`src/rtl/traffic_pkg.sv`:
```
// traffic_pkg
//   Shared definitions for the traffic lamp receiver: 2-bit phase codes,
//   3-bit lamp encodings {red,yellow,green}, the controller state enum and
//   the phase successor function used for sequence legality checks.
package traffic_pkg;

  // Phase codes: first letter is road A, second is road B.
  localparam logic [1:0] PH_RG = 2'b00;
  localparam logic [1:0] PH_GY = 2'b01;
  localparam logic [1:0] PH_YG = 2'b10;
  localparam logic [1:0] PH_YR = 2'b11;

  // Lamp encodings {red,yellow,green}.
  localparam logic [2:0] LAMP_R   = 3'b100;
  localparam logic [2:0] LAMP_Y   = 3'b010;
  localparam logic [2:0] LAMP_G   = 3'b001;
  localparam logic [2:0] LAMP_OFF = 3'b000;

  typedef enum logic [1:0] {
    INIT  = 2'd0,
    RUN   = 2'd1,
    FAULT = 2'd2
  } state_e;

  // Legal successor of a phase; YR wraps back to RG.
  function automatic logic [1:0] next_phase(input logic [1:0] ph);
    return ph + 2'd1;
  endfunction

endpackage

```
`src/rtl/phase_lamp_decode.sv`:
```
// phase_lamp_decode
//   Purely combinational mapping from a phase code to the lamp pair.
//   The mapping never produces green on both roads.
// Ports:
//   code_i    [1:0]  phase code (RG/GY/YG/YR)
//   lamp_a_o  [2:0]  road A lamps {red,yellow,green}
//   lamp_b_o  [2:0]  road B lamps {red,yellow,green}
module phase_lamp_decode
  import traffic_pkg::*;
(
  input  logic [1:0] code_i,
  output logic [2:0] lamp_a_o,
  output logic [2:0] lamp_b_o
);

  always_comb begin
    lamp_a_o = LAMP_R;
    lamp_b_o = LAMP_R;
    case (code_i)
      PH_RG: begin lamp_a_o = LAMP_R; lamp_b_o = LAMP_G; end
      PH_GY: begin lamp_a_o = LAMP_G; lamp_b_o = LAMP_Y; end
      PH_YG: begin lamp_a_o = LAMP_Y; lamp_b_o = LAMP_G; end
      PH_YR: begin lamp_a_o = LAMP_Y; lamp_b_o = LAMP_R; end
      default: begin lamp_a_o = LAMP_R; lamp_b_o = LAMP_R; end
    endcase
  end

endmodule

```
`src/rtl/traffic_lamp_driver.sv`:
```
// traffic_lamp_driver
//   Receives phase codes over a valid/ready handshake, checks that each new
//   code is the legal successor of the current one, holds each phase for a
//   minimum dwell and drives registered one-hot lamps for roads A and B.
//   An illegal sequence latches a fault and flashes yellow on both roads
//   until fault_clr, after which an all-red interval precedes normal running.
// Ports:
//   clk          system clock
//   rst_n        asynchronous active-low reset
//   phase_valid  phase_code is presented
//   phase_code   [1:0] phase code
//   phase_ready  code accepted this cycle when valid
//   fault_clr    one-cycle pulse, leaves the fault state
//   lamp_a       [2:0] road A lamps {red,yellow,green}
//   lamp_b       [2:0] road B lamps {red,yellow,green}
//   fault        illegal sequence latched
module traffic_lamp_driver
  import traffic_pkg::*;
#(
  parameter int MIN_GREEN  = 8,
  parameter int MIN_YELLOW = 3,
  parameter int FLASH_HALF = 4
) (
  input  logic       clk,
  input  logic       rst_n,
  input  logic       phase_valid,
  input  logic [1:0] phase_code,
  output logic       phase_ready,
  input  logic       fault_clr,
  output logic [2:0] lamp_a,
  output logic [2:0] lamp_b,
  output logic       fault
);

  localparam int MAX_GY   = (MIN_GREEN > MIN_YELLOW) ? MIN_GREEN : MIN_YELLOW;
  localparam int MAX_HOLD = (MAX_GY > FLASH_HALF) ? MAX_GY : FLASH_HALF;
  localparam int CW       = $clog2(MAX_HOLD + 1);

  // Last dwell value before the next accept may happen.
  localparam logic [CW-1:0] GREEN_LAST  = CW'(MIN_GREEN - 1);
  localparam logic [CW-1:0] YELLOW_LAST = CW'(MIN_YELLOW - 1);
  localparam logic [CW-1:0] FLASH_LAST  = CW'(FLASH_HALF - 1);

  state_e        state_q, state_d;
  logic [CW-1:0] dwell_q, dwell_d;
  logic [CW-1:0] flash_q, flash_d;
  logic [1:0]    cur_phase_q, cur_phase_d;
  logic          first_q, first_d;
  logic          ready_q, ready_d;
  logic          fault_q, fault_d;
  logic [2:0]    lamp_a_q, lamp_a_d;
  logic [2:0]    lamp_b_q, lamp_b_d;

  logic [2:0]    dec_lamp_a;
  logic [2:0]    dec_lamp_b;
  logic          xfer;
  logic          legal;
  logic          is_new;
  logic [CW-1:0] dwell_inc;
  logic [CW-1:0] dwell_last;

  phase_lamp_decode u_decode (
    .code_i   (phase_code),
    .lamp_a_o (dec_lamp_a),
    .lamp_b_o (dec_lamp_b)
  );

  assign xfer   = phase_valid && ready_q;
  // The first code after INIT is always legal and always treated as new,
  // so the all-red interval ends on it even if it equals the reset phase.
  assign legal  = first_q || (phase_code == cur_phase_q) ||
                  (phase_code == next_phase(cur_phase_q));
  assign is_new = first_q || (phase_code != cur_phase_q);

  // Saturating dwell increment.
  assign dwell_inc  = (dwell_q == {CW{1'b1}}) ? dwell_q : dwell_q + CW'(1);
  assign dwell_last = (cur_phase_q == PH_YR) ? YELLOW_LAST : GREEN_LAST;

  always_comb begin
    state_d     = state_q;
    dwell_d     = dwell_q;
    flash_d     = flash_q;
    cur_phase_d = cur_phase_q;
    first_d     = first_q;
    ready_d     = ready_q;
    fault_d     = fault_q;
    lamp_a_d    = lamp_a_q;
    lamp_b_d    = lamp_b_q;

    case (state_q)
      INIT: begin
        lamp_a_d = LAMP_R;
        lamp_b_d = LAMP_R;
        if (dwell_q >= YELLOW_LAST) begin
          state_d = RUN;
          ready_d = 1'b1;
          dwell_d = '0;
          first_d = 1'b1;
        end else begin
          dwell_d = dwell_inc;
        end
      end

      RUN: begin
        if (xfer && !legal) begin
          state_d  = FAULT;
          fault_d  = 1'b1;
          ready_d  = 1'b1;
          lamp_a_d = LAMP_Y;
          lamp_b_d = LAMP_Y;
          flash_d  = '0;
        end else if (xfer && is_new) begin
          cur_phase_d = phase_code;
          lamp_a_d    = dec_lamp_a;
          lamp_b_d    = dec_lamp_b;
          dwell_d     = '0;
          ready_d     = 1'b0;
          first_d     = 1'b0;
        end else begin
          // Ready is judged on the incremented dwell so that the earliest
          // following accept lands exactly MIN_x cycles after the last one.
          // It stays high once set (covers the first-code window and holds).
          dwell_d = dwell_inc;
          ready_d = ready_q || (dwell_inc >= dwell_last);
        end
      end

      FAULT: begin
        if (fault_clr) begin
          state_d  = INIT;
          fault_d  = 1'b0;
          ready_d  = 1'b0;
          dwell_d  = '0;
          first_d  = 1'b1;
          flash_d  = '0;
          lamp_a_d = LAMP_R;
          lamp_b_d = LAMP_R;
        end else if (flash_q >= FLASH_LAST) begin
          flash_d  = '0;
          lamp_a_d = (lamp_a_q == LAMP_Y) ? LAMP_OFF : LAMP_Y;
          lamp_b_d = (lamp_b_q == LAMP_Y) ? LAMP_OFF : LAMP_Y;
        end else begin
          flash_d = flash_q + CW'(1);
        end
      end

      default: begin
        state_d = INIT;
      end
    endcase
  end

  always_ff @(posedge clk or negedge rst_n) begin
    if (!rst_n) begin
      state_q     <= INIT;
      dwell_q     <= '0;
      flash_q     <= '0;
      cur_phase_q <= PH_RG;
      first_q     <= 1'b1;
      ready_q     <= 1'b0;
      fault_q     <= 1'b0;
      lamp_a_q    <= LAMP_R;
      lamp_b_q    <= LAMP_R;
    end else begin
      state_q     <= state_d;
      dwell_q     <= dwell_d;
      flash_q     <= flash_d;
      cur_phase_q <= cur_phase_d;
      first_q     <= first_d;
      ready_q     <= ready_d;
      fault_q     <= fault_d;
      lamp_a_q    <= lamp_a_d;
      lamp_b_q    <= lamp_b_d;
    end
  end

  assign phase_ready = ready_q;
  assign fault       = fault_q;
  assign lamp_a      = lamp_a_q;
  assign lamp_b      = lamp_b_q;

endmodule

```
`config.mk`:
```
export PLATFORM = sky130hd
export DESIGN_NAME = traffic_lamp_driver
export DESIGN_NICKNAME = d
export VERILOG_FILES = /design/src/rtl/traffic_pkg.sv /design/src/rtl/phase_lamp_decode.sv /design/src/rtl/traffic_lamp_driver.sv
export SDC_FILE = /design/constraint.sdc
export NUM_CORES = 1
export LEC_CHECK = 0
export CAP_MARGIN = 15
export CORE_MARGIN = 5
export CORE_UTILIZATION = 55
export DETAILED_ROUTE_END_ITERATION = 12
export PLACE_DENSITY = 0.82
export SYNTH_ARGS = -nofsm -noshare
export SYNTH_HDL_FRONTEND = slang
export SYNTH_SLANG_ARGS = --single-unit
```
`constraint.sdc`:
```
create_clock -name clk -period 2.35 [get_ports clk]
set_input_delay 0.235 -clock clk [delete_from_list [all_inputs] [get_ports clk]]
set_output_delay 0.235 -clock clk [all_outputs]
set_load 0.02 [all_outputs]
```
# --- Yosys cells after proc, flatten, opt, wreduce, memory -nomap -nowiden ---
# Index checks and enable logic that the tools add are counted.
word_totals:
  inputBits: 6
  regBits: 21
classes:
  n_eq_ne: 19
  addsub: 3
  bitwise: 1
  n_reduce_logical: 22
  muxes: 40
  order_cmp: 3
op_table:
  columns: ["cell", "count"]
  rows:
  - ["3-bit one-hot mux with 3 select lines", 4]
  - ["4-bit two-way mux", 8]
  - ["3-bit two-way mux", 9]
  - ["3-bit AND reduction", 6]
  - ["4-bit one-hot mux with 3 select lines", 1]
  - ["2-bit two-way mux", 5]
  - ["2-bit inequality test (second input constant)", 5]
  - ["4-bit by 1-bit adder with 4-bit output (second input constant)", 2]
  - ["2-bit == test (second input constant)", 4]
  - ["4-bit by 2-bit greater-or-equal comparator with 1-bit output (second input constant)", 2]
  - ["1-bit two-way mux", 8]
  - ["4-bit one-hot mux with 2 select lines", 1]
  - ["3-bit by 2-bit == test with 1-bit output (second input constant)", 2]
  - ["3-bit inequality test (second input constant)", 2]
  - ["1-bit one-hot mux with 3 select lines", 2]
  - ["2-bit one-hot mux with 3 select lines", 1]
  - ["5-bit AND reduction", 1]
  - ["2-bit by 1-bit == test with 1-bit output (second input constant)", 2]
  - ["2-bit == test", 2]
  - ["4-bit == test (second input constant)", 1]
  - ["4-bit by 3-bit greater-or-equal comparator with 1-bit output", 1]
  - ["2-bit zero test", 2]
  - ["1-bit logical OR", 4]
  - ["2-bit OR reduction", 2]
  - ["9 further kinds", 11]

# --- Logic depth before layout (Yosys ltp) ---
# Gate-level depths: netlist of run 1.
depth:
  depth_word: 7
  ltp_mapped: 8
  mapped_depth_nobuf: 7

# --- By module ---
# A second synthesis of run 1 with hierarchy kept.
hier_totals:
  cells_unflattened: 148
  hier_area_um2: 1373.8
by_module_without_submodules:
  columns: ["module", "n_inst", "seq_area_each_um2", "cells_per_inst", "area_per_inst_um2"]
  rows:
  - ["traffic_lamp_driver", 1, 529.3, 142, 1342.5]
  - ["phase_lamp_decode", 1, 0.0, 6, 31.3]

# --- Least setup slack after synthesis of run 1 ---
# Ideal clock, no wire load.
synth_path:
  kind: "register to register"
  start: "register cur_phase_q[0]"
  end: "register dwell_q[1]"
  synth_period_minus_slack_ns: 2.179
  path_stages_with_launch: 6
  t_arrival_ns: 2.097
  required_ns: 2.268
  slack_ns: 0.171
  path_cell_list: "dfrtp_1 ha_1 mux2i_2 mux2_4 or4b_1 o22ai_1"
synth_between:
  elab_chain_cells: 7
  word_cells_on_any_way: 15
  classes_between: "1 x add/sub; 4 x eq/ne; 3 x mux; 7 x reduce/logical"
synth_rtl:
  columns: ["element", "line", "rtl"]
  rows:
  - ["start, declared", "traffic_lamp_driver.sv:47", "logic [1:0] cur_phase_q, cur_phase_d;"]
  - ["start signal, assigned", "traffic_lamp_driver.sv:168", "cur_phase_q <= cur_phase_d;"]
  - ["2-bit by 1-bit adder with 2-bit output / 2-bit == test (equally long branches)", "traffic_pkg.sv:27, traffic_lamp_driver.sv:71", null]
  - ["2-bit == test / 1-bit logical OR (equally long branches)", "traffic_lamp_driver.sv:72, traffic_lamp_driver.sv:71", null]
  - ["1-bit logical OR", "traffic_lamp_driver.sv:71", "assign legal = first_q || (phase_code == cur_phase_q) ||"]
  - ["1-bit zero test", "traffic_lamp_driver.sv:105", "if (xfer && !legal) begin"]
  - ["1-bit logical AND", "traffic_lamp_driver.sv:105", null]
  - ["2-bit inequality test (no line)", null, null]
  - ["3-bit AND reduction (no line)", null, null]
  - ["end signal, assigned", "traffic_lamp_driver.sv:166", "dwell_q <= dwell_d;"]
  - ["end, declared", "traffic_lamp_driver.sv:45", "logic [CW-1:0] dwell_q, dwell_d;"]
# Parallel ways exist; a longest one is shown, timed or not. The select of a mux whose other input is x is not followed.
# A chain may end at the register's enable or synchronous reset.

# --- Final worst setup path of run 1 ---
layout_path:
  start: "register state_q[1]"
  end: "register dwell_q[1]"
layout_between:
  elab_chain_cells: 3
  word_cells_on_any_way: 8
  classes_between: "4 x eq/ne; 1 x mux; 3 x reduce/logical"
layout_rtl:
  columns: ["element", "line", "rtl"]
  rows:
  - ["start, declared", "traffic_lamp_driver.sv:44", "state_e state_q, state_d;"]
  - ["start signal, assigned", "traffic_lamp_driver.sv:165", "state_q <= state_d;"]
  - ["2-bit by 1-bit == test with 1-bit output (tied with other cells)", "traffic_lamp_driver.sv:90", "case (state_q)"]
  - ["2-bit inequality test (no line) / 3-bit nonzero test (equally long branches)", null, null]
  - ["3-bit AND reduction (no line)", null, null]
# Parallel ways exist; a longest one is shown, timed or not.

==> results of run 1 <==
==> per-stage QoR <==
step | total power, mW | setup TNS (ns)
floorplan | 1.53 | 0
global placement | 1.90 | 0
detailed placement | 1.96 | -0.0237
CTS | 2.15 | 0
global route | 2.33 | 0
finish | 2.17 | 0
==> area by class of cell <==
class                      count  area, um^2
multi-input combinational    123         816
fill                         207         813
sequential                    21         529
timing repair buffer          23         205
tap                           30        37.5
inverter                       7        26.3
clock buffer                   3        22.5
clock inverter                 1        5.00
==> layer usage <==
| layer | track usage, % | vias to the layer above |
|---|---|---|
| met5 | 0 | - |
| met2 | 34.0 | 46 |
| met4 | 6.96 | 0 |
| li1 | - | 610 |
| met1 | 27.9 | 614 |
| met3 | 3.46 | 4 |
==> power by group <==
| group | switching, mW | internal (mW) | total, mW | leakage (nW) |
|---|---|---|---|---|
| Combinational | 0.738 | 0.594 | 1.33 | 0.440 |
| Clock | 0.121 | 0.0637 | 0.185 | 0.0177 |
| Sequential | 0.147 | 0.507 | 0.654 | 0.266 |
| Total | 1.01 | 1.16 | 2.17 | 0.723 |
==> cell families (layout without fill, tap and decap cells) <==
logic type	count (synthesis)	after routing	synth area share, %
AOI/OAI and AO/OA	46	46	20.3
xor gates and xnor gates	5	5	3.70
adders and majority gates	8	8	7.21
buffers and inverters	11	34	3.07
DFF	21	21	38.1
muxes	9	9	7.48
and+or+nand+nor	55	55	20.1
==> flip-flops by register name (all words and copies together) (netlist names) <==
name and count:
phase_ready 1, lamp_b 3, first_q 1, dwell_q 4
state_q 2, flash_q 4, lamp_a 3, cur_phase_q 2
fault 1
==> path summary, 6_finish.rpt <==
path | to | startpoint | cells after the start
hold / removal | state_q[0] | rst_n | 2
setup reg to reg | dwell_q[1] | state_q[1] | 7
hold reg to reg | lamp_b[2] | lamp_b[2] | 2
min in group clk | lamp_b[2] | lamp_b[2] | 2
setup / recovery | dwell_q[1] | state_q[1] | 7
max in group asynchronous | lamp_a[2] | rst_n | 2
==> cells in the final DEF, fill, tap and decap left out, types with 3 or more instances in the layout <==
cell type	instances
o21ai_0	9
ha_1	8
nand2_1	16
nor2b_1	3
and2_1	3
dfrtp_1	18
nand2b_1	4
o31ai_1	5
xnor2_1	3
nand3_1	4
clkbuf_4	3
mux2_2	4
dfstp_2	3
clkdlybuf4s50_1	13
mux2i_1	3
nor2_1	11
a21oi_1	18
inv_1	7
buf_4	10
==> qor.csv, run 1 <==
stage;metric;value;unit
route;drt wl/cell;16.2;um
global_routing;pin count of the biggest net entering global routing;22;
global_routing;initial antenna violation count;0;
floorplanning;Die Y;60.2;um
place;IO Port Bufs;13;
route;Vias per Instance;6.13;
sta;count of endpoints failing setup in the final report;0;
layout;design area;1640;um^2
setup_path;CP delay by family, top;simple AND/OR/NAND/NOR gates;
layout;Final Non-Filler Cells;208;
clock_tree;CTS resizes;0;
place;Routability Congestion;0.872;
clock_tree;clock slew at reported path FFs;0.13;ns
layout;# nets final;193;
floorplanning;chip width;60.2;um
yosys;Mapped Cells;155;
route;Final ANT Viol Nets;0;
layout;Area growth, synth to finish;18.3;%
yosys;synth unique cells;43;
clock_tree;root buffer cell;clkbuf_4;
route;number of DRC markers in iteration 0;83;
power_and_ir_drop;Leak;0.723;nW
run_status;status;complete, no violations;
clock_tree;TritonCTS Sinks;21;
setup_path;critical path class;flip-flop to flip-flop;
route;WL met1;1.57;mm
sta;final hold viol count;0;
floorplanning;Initial Utilization;56.5;%
setup_path;Max FO, Critical Path;13;
setup_path;CP max-delay cell;or4b_1;
route;via count;1274;
sta;Final WS setup;0.126;ns
clock_tree;CTS Buf Count;3;
route;WL met2;1.60;mm
yosys;Synthesis Warnings;0;
layout;Antenna diodes;0;
route;WL met3;169;um
sta;clock skew;0.00449;ns
yosys;#FFs+latches synth;21;
sta;RSZ-0062 raised after global routing;no;
sta;Tcrit/Tclk final;94.6;%
place;Placed Cells;204;
power_and_ir_drop;pwr dens;1320;nW/um^2
clock_tree;Max Root-Sink Buffers;2;
clock_tree;H-tree lvl count;1;
hold_path;HP Class;input port to async pin;
place;Placed Area;1610;um^2
yosys;Synth async-reset ratio;100;%
flow_run;max cap viols;0;
global_routing;grt total ovfl;0;
setup_path;R2R Setup Slk;0.13;ns
setup_path;CP Launch Type;flip-flop;
yosys;Synth area leader;dfrtp_1;
clock_tree;TritonCTS clock tree;done;
sta;Rel. slew slack;72.4;%
sta;Least-Margin Pin Slew;0.409;ns
yosys;syn nets;169;
layout;Final Core Density;66.9;%
global_routing;Total GRT Usage;20.9;%
place;DP Worst Slack;-0.0217;ns
place;detailed placement HPWL;2.52;mm
route;final wirelength;3.37;mm
sta;Final Max Tran Viols;0;
setup_path;CP peak stage delay;0.57;ns
floorplanning;Core Area;2450;um^2
setup_path;Buf+Inv Stages, Crit Path;2;
clock_tree;CTS Hold Buffers Added;0;
yosys;Post-synth top flop;dfrtp_1;
yosys;post-synthesis instance area;1390;um^2
layout;layout cell share with drive strength beyond 1;14.0;%
route;DRC errors left;0;
floorplanning;num ports;14;
route;DR top layer;met4;
yosys;syn avg cell area;8.95;um^2
power_and_ir_drop;maximum vdd drop;0.00107;V
clock_tree;Worst-Skew Late Latency;0.31;ns
route;DRT Pass-1 Iters;5;
yosys;Area contributors post-synth;dfrtp_1 (32%), ha_1 (7.2%), a21oi_1 (6.5%), dfstp_2 (5.7%), nand2_1 (4.3%);
yosys;Synth top cells by count;a21oi_1 (18), dfrtp_1 (18), nand2_1 (16), nor2_1 (11), o21ai_0 (9);
floorplanning;die area;3630;um^2
global_routing;first-pass GRT wire length;5.83;mm
global_routing;vias in the first global route;1284;
yosys;share of the synthesized area in the top cell type;32.5;%
yosys;sequential share of the synthesized area;38.1;%
yosys;Post-synth EDFFs;0;
sta;Fmax;0.450;GHz
setup_path;CP required;2.59;ns
setup_path;Worst EP arrival;2.46;ns
sta;Hold WS;0.251;ns
floorplanning;row cnt;18;
sta;minimum clock period;2.22;ns
setup_path;crit path cell chain;inv_1 -> ha_1 -> buf_4 -> and3_1 -> mux2_4 -> or4b_1 -> o22ai_1;
clock_tree;Post-CTS Setup Repair Bufs;0;
setup_path;Setup crit end kind;flip-flop;
Power figures use the tool's default switching activity.
==> run 2, diff against run 1 <==
--- a/config.mk
+++ b/config.mk
@@ -9,6 +9,7 @@
 export CORE_MARGIN = 5
 export CORE_UTILIZATION = 55
 export DETAILED_ROUTE_END_ITERATION = 12
+export MAX_ROUTING_LAYER = met4
 export PLACE_DENSITY = 0.82
 export SYNTH_ARGS = -nofsm -noshare
 export SYNTH_HDL_FRONTEND = slang
==> qor.csv, run 2 (synthesized netlist as in run 1, its figures left out) <==
stage;metric;value;unit;change
sta;Hold WS;0.252;ns;+0.00115 ns
global_routing;initial antenna violation count;0;;unchanged
layout;Final Core Density;66.9;%;unchanged
layout;Final Non-Filler Cells;208;;unchanged
route;DRC errors left;0;;unchanged
setup_path;Max FO, Critical Path;13;;unchanged
clock_tree;TritonCTS clock tree;done;;
power_and_ir_drop;Leak;0.723;nW;unchanged
clock_tree;Post-CTS Setup Repair Bufs;0;;unchanged
clock_tree;CTS resizes;0;;unchanged
sta;final hold viol count;0;;unchanged
layout;commonest non-fill, non-tap cells in the layout;a21oi_1 (18), dfrtp_1 (18), nand2_1 (16);;
sta;clock skew;0.00444;ns;-0.0000546 ns
route;DRT Pass-1 Iters;5;;unchanged
hold_path;HP Class;input port to async pin;;
power_and_ir_drop;pwr dens;1320;nW/um^2;about the same
sta;Final Max Tran Viols;0;;unchanged
setup_path;CP delay by family, top;simple AND/OR/NAND/NOR gates;;
setup_path;Setup crit end kind;flip-flop;;
place;Routability Congestion;0.887;;+1.6%
sta;Rel. slew slack;72.4;%;about the same
route;final wirelength;3.38;mm;+0.21%
setup_path;CP Launch Type;flip-flop;;
run_status;status;complete, no violations;;
setup_path;crit path cell chain;inv_1 -> ha_1 -> buf_4 -> and3_1 -> mux2_4 -> or4b_1 -> o22ai_1;;
clock_tree;H-tree lvl count;1;;unchanged
floorplanning;Core Area;2450;um^2;unchanged
place;Placed Cells;204;;unchanged
setup_path;CP max-delay cell;or4b_1;;
global_routing;grt total ovfl;0;;unchanged
clock_tree;root buffer cell;clkbuf_4;;
setup_path;worst-case reg-to-reg path depth;7;;unchanged
clock_tree;clock slew at reported path FFs;0.13;ns;about the same
floorplanning;chip width;60.2;um;unchanged
global_routing;Total GRT Usage;21.5;%;+0.60 points
setup_path;RR Endpoint;dwell_q[1];;
global_routing;vias in the first global route;1283;;-0.078%
sta;minimum clock period;2.23;ns;+0.00380 ns
sta;Least-Margin Pin Slew;0.410;ns;+0.000919 ns
sta;Fmax;0.449;GHz;-0.17%
setup_path;Buf+Inv Stages, Crit Path;2;;unchanged
power_and_ir_drop;maximum vdd drop;0.00107;V;about the same
floorplanning;num ports;14;;unchanged
sta;Tcrit/Tclk final;94.8;%;+0.16 points
layout;# nets final;193;;unchanged
layout;layout cell share with drive strength beyond 1;14.0;%;unchanged
floorplanning;row cnt;18;;unchanged
floorplanning;Initial Utilization;56.5;%;unchanged
floorplanning;Die Y;60.2;um;unchanged
layout;biggest regs;dwell_q (4), flash_q (4);;
clock_tree;CTS Buf Count;3;;unchanged
route;drt wl/cell;16.3;um;+0.21%
route;via count;1271;;-0.24%
setup_path;R2R Setup Slk;0.12;ns;about the same
sta;setup TNS;0;ns;unchanged
place;detailed placement HPWL;2.52;mm;unchanged
place;IO Port Bufs;13;;unchanged
sta;RSZ-0062 raised after global routing;no;;
setup_path;critical path class;flip-flop to flip-flop;;
setup_path;CP required;2.59;ns;about the same
clock_tree;Max Root-Sink Buffers;2;;unchanged
setup_path;CP peak stage delay;0.57;ns;about the same
flow_run;max cap viols;0;;unchanged
power_and_ir_drop;total power;2.17;mW;about the same
route;number of DRC markers in iteration 0;83;;unchanged
layout;Area growth, synth to finish;18.3;%;unchanged
floorplanning;die area;3630;um^2;unchanged
clock_tree;CTS Hold Buffers Added;0;;unchanged
layout;Antenna diodes;0;;unchanged
global_routing;pin count of the biggest net entering global routing;22;;unchanged
setup_path;reg2reg start;state_q[1];;
route;Vias per Instance;6.11;;-0.24%
route;Final ANT Viol Nets;0;;unchanged
sta;count of endpoints failing setup in the final report;0;;unchanged
setup_path;Worst EP arrival;2.47;ns;about the same
clock_tree;TritonCTS Sinks;21;;unchanged
clock_tree;Worst-Skew Late Latency;0.31;ns;about the same
global_routing;first-pass GRT wire length;5.83;mm;unchanged
==> run 2: power by group <==
group	leakage [nW]	total [mW]	switching [mW]	internal, mW
sequential	0.266	0.654	0.147	0.507
combinational	0.440	1.33	0.738	0.594
clock	0.0177	0.185	0.121	0.0637
total	0.723	2.17	1.01	1.16
==> run 2: worst max path at each step <==
stage,cells past startpoint,to,slack (ns),startpoint
global placement,6,dwell_q[1],0.03,phase_code[0]
CTS,7,dwell_q[1],0.14,state_q[1]
floorplan,5,dwell_q[1],0.17,cur_phase_q[0]
global route,7,dwell_q[1],0.04,state_q[1]
finish,7,dwell_q[1],0.12,state_q[1]
detailed placement,6,dwell_q[1],-0.02,phase_code[0]
==> run 2: layout make-up <==
cell class / instances / area (um^2)
fill: 207 / 813
inverter: 7 / 26.3
sequential: 21 / 529
clock inverter: 1 / 5.00
multi-input combinational: 123 / 816
clock buffer: 3 / 22.5
tap: 30 / 37.5
timing repair buffer: 23 / 205
==> run 2: layer usage <==
layer	wire [um]	GRT usage (%)
met4	23	6.96
met5	0	-
met3	140	3.02
met2	1620	34.0
met1	1600	28.2
==> run 2: stage by stage <==
step           instance area (um^2)  worst slack [ns]
4_1_cts                        1640             0.143
2_1_floorplan                  1390             0.171
3_5_place_dp                   1610           -0.0217
6_report                       1640             0.122
5_1_grt                        1640            0.0369
3_3_place_gp                   1610            0.0317
==> run 3, diff against run 2 <==
==> constraint.sdc (replaced) <==
create_clock -name clk -period 2.4 [get_ports clk]
set_input_delay 0.24 -clock clk [delete_from_list [all_inputs] [get_ports clk]]
set_output_delay 0.24 -clock clk [all_outputs]
set_load 0.02 [all_outputs]
==> qor.csv, run 3 (synthesized netlist as in run 1, its figures left out) <==
stage;metric;value;unit;change
setup_path;critical path class;flip-flop to flip-flop;;
layout;design area;1650;um^2;+0.23%
setup_path;Max FO, Critical Path;5;;-8
layout;commonest non-fill, non-tap cells in the layout;a21oi_1 (18), dfrtp_1 (18), nand2_1 (16);;
route;number of DRC markers in iteration 0;63;;-24%
setup_path;CP max-delay cell;or4b_1;;
power_and_ir_drop;pwr dens;1310;nW/um^2;-0.70%
sta;Least-Margin Pin Slew;0.427;ns;+0.0169 ns
setup_path;CP peak stage delay;0.54;ns;-0.03 ns
global_routing;Total GRT Usage;22.9;%;+1.4 points
floorplanning;Initial Utilization;56.5;%;unchanged
sta;Final Max Tran Viols;0;;unchanged
layout;layout cell share with drive strength beyond 1;14.0;%;unchanged
sta;count of endpoints failing setup in the final report;0;;unchanged
global_routing;pin count of the biggest net entering global routing;22;;unchanged
sta;final hold viol count;0;;unchanged
setup_path;CP required;2.63;ns;+0.04 ns
power_and_ir_drop;maximum vdd drop;0.00104;V;-2.4%
hold_path;HP Class;input port to async pin;;
route;drt wl/cell;16.9;um;+4.1%
setup_path;crit path cell chain;ha_1 -> mux2i_2 -> mux2_4 -> or4b_1 -> o22ai_1;;
sta;clock skew;0.0102;ns;+0.00572 ns
power_and_ir_drop;Leak;0.719;nW;-0.56%
route;DRC errors left;0;;unchanged
sta;minimum clock period;2.21;ns;-0.0133 ns
global_routing;first-pass GRT wire length;6.02;mm;+3.2%
global_routing;grt total ovfl;0;;unchanged
sta;RSZ-0062 raised after global routing;no;;
route;Vias per Instance;6.36;;+4.1%
clock_tree;clock slew at reported path FFs;0.12;ns;about the same
route;DRT Pass-1 Iters;4;;-1
clock_tree;CTS Buf Count;3;;unchanged
setup_path;CP Launch Type;flip-flop;;
layout;Area growth, synth to finish;18.6;%;
place;Routability Congestion;0.893;;+0.78%
clock_tree;TritonCTS Sinks;21;;unchanged
floorplanning;Die Y;60.2;um;unchanged
clock_tree;root buffer cell;clkbuf_4;;
layout;# nets final;193;;unchanged
floorplanning;row cnt;18;;unchanged
setup_path;reg2reg start;cur_phase_q[1];;
floorplanning;Core Area;2450;um^2;unchanged
setup_path;Setup crit end kind;flip-flop;;
run_status;status;complete, no violations;;
clock_tree;Max Root-Sink Buffers;2;;unchanged
sta;Tcrit/Tclk final;92.3;%;-2.5 points
sta;Rel. slew slack;71.3;%;-1.1 points
clock_tree;H-tree lvl count;1;;unchanged
place;IO Port Bufs;13;;unchanged
floorplanning;die area;3630;um^2;unchanged
global_routing;initial antenna violation count;0;;unchanged
place;detailed placement HPWL;2.65;mm;+5.3%
power_and_ir_drop;total power;2.16;mW;-0.47%
global_routing;vias in the first global route;1334;;+4.0%
setup_path;Worst EP arrival;2.44;ns;-0.03 ns
sta;Fmax;0.452;GHz;+0.60%
route;final wirelength;3.52;mm;+4.1%
setup_path;RR Endpoint;dwell_q[1];;
setup_path;worst-case reg-to-reg path depth;5;;-2
setup_path;R2R Setup Slk;0.19;ns;+0.06 ns
floorplanning;chip width;60.2;um;unchanged
place;Placed Area;1610;um^2;unchanged
route;via count;1323;;+4.1%
layout;biggest regs;dwell_q (4), flash_q (4);;
layout;Antenna diodes;0;;unchanged
flow_run;max cap viols;0;;unchanged
floorplanning;num ports;14;;unchanged
clock_tree;Worst-Skew Late Latency;0.31;ns;about the same
clock_tree;TritonCTS clock tree;done;;
route;Final ANT Viol Nets;0;;unchanged
-- run 3: metal layers --
metal | wire length [um] | part of all wire, % | global-route usage [%] | vias up
met4 | 116 | 3.3 | 12.0 | 0
met1 | 1560 | 44 | 27.9 | 659
met3 | 158 | 4.5 | 2.16 | 11
li1 | - | - | - | 608
met5 | 0 | 0 | - | -
met2 | 1690 | 48 | 37.2 | 45
-- run 3: worst max-delay path, delay by kind of cell, from the launching register on --
family | cells | cell delay, ns
AO/OA/AOI/OAI | 1 | 0.16
AND/OR/NAND/NOR | 1 | 0.54
adder cells (fa/ha/maj) | 1 | 0.35
multiplexers | 2 | 0.61
flip-flops | 1 | 0.48
-- run 3: layout make-up --
class	count	area (um^2)
clock buffers	4	26.3
fillers	201	810
inverters	7	26.3
multi-input cells	123	821
flip-flops and latches	21	529
well taps	30	37.5
repair buffers	23	205
-- run 3: repair_timing --
item / CTS / global route
hold buffers: 0 / 0
endpoints found under the setup margin: 0 / 2
resized for setup: 0 / 1
setup buffers: 0 / 0
-- run 3: where the power goes --
group | internal, mW | switching, mW | total, mW | leakage, nW
logic | 0.606 | 0.744 | 1.35 | 0.439
registers | 0.496 | 0.141 | 0.637 | 0.266
clock network | 0.0648 | 0.109 | 0.174 | 0.0150
total | 1.17 | 0.994 | 2.16 | 0.719
-- run 3: metrics by stage --
stage	util, %	TNS, ns	instances	hold WS (ns)	worst slack, ns
2_1_floorplan	-	0	155	-0.0556	0.221
3_3_place_gp	65.7	0	204	0.480	0.0796
3_5_place_dp	65.7	-0.0162	204	0.481	-0.00855
4_1_cts	66.8	0	208	0.275	0.142
5_1_grt	67.0	0	208	0.286	0.0914
6_report	67.0	0	208	0.265	0.186
-- run 3: how the worst max path moves through the flow --
stage | from | to | slack (ns)
CTS | state_q[1] | lamp_b[0] | 0.14
detailed placement | phase_code[0] | dwell_q[0] | -0.009
global route | state_q[0] | lamp_a[2] | 0.09
global placement | phase_code[0] | dwell_q[1] | 0.08
floorplan | cur_phase_q[0] | dwell_q[1] | 0.22
finish | cur_phase_q[1] | dwell_q[1] | 0.19
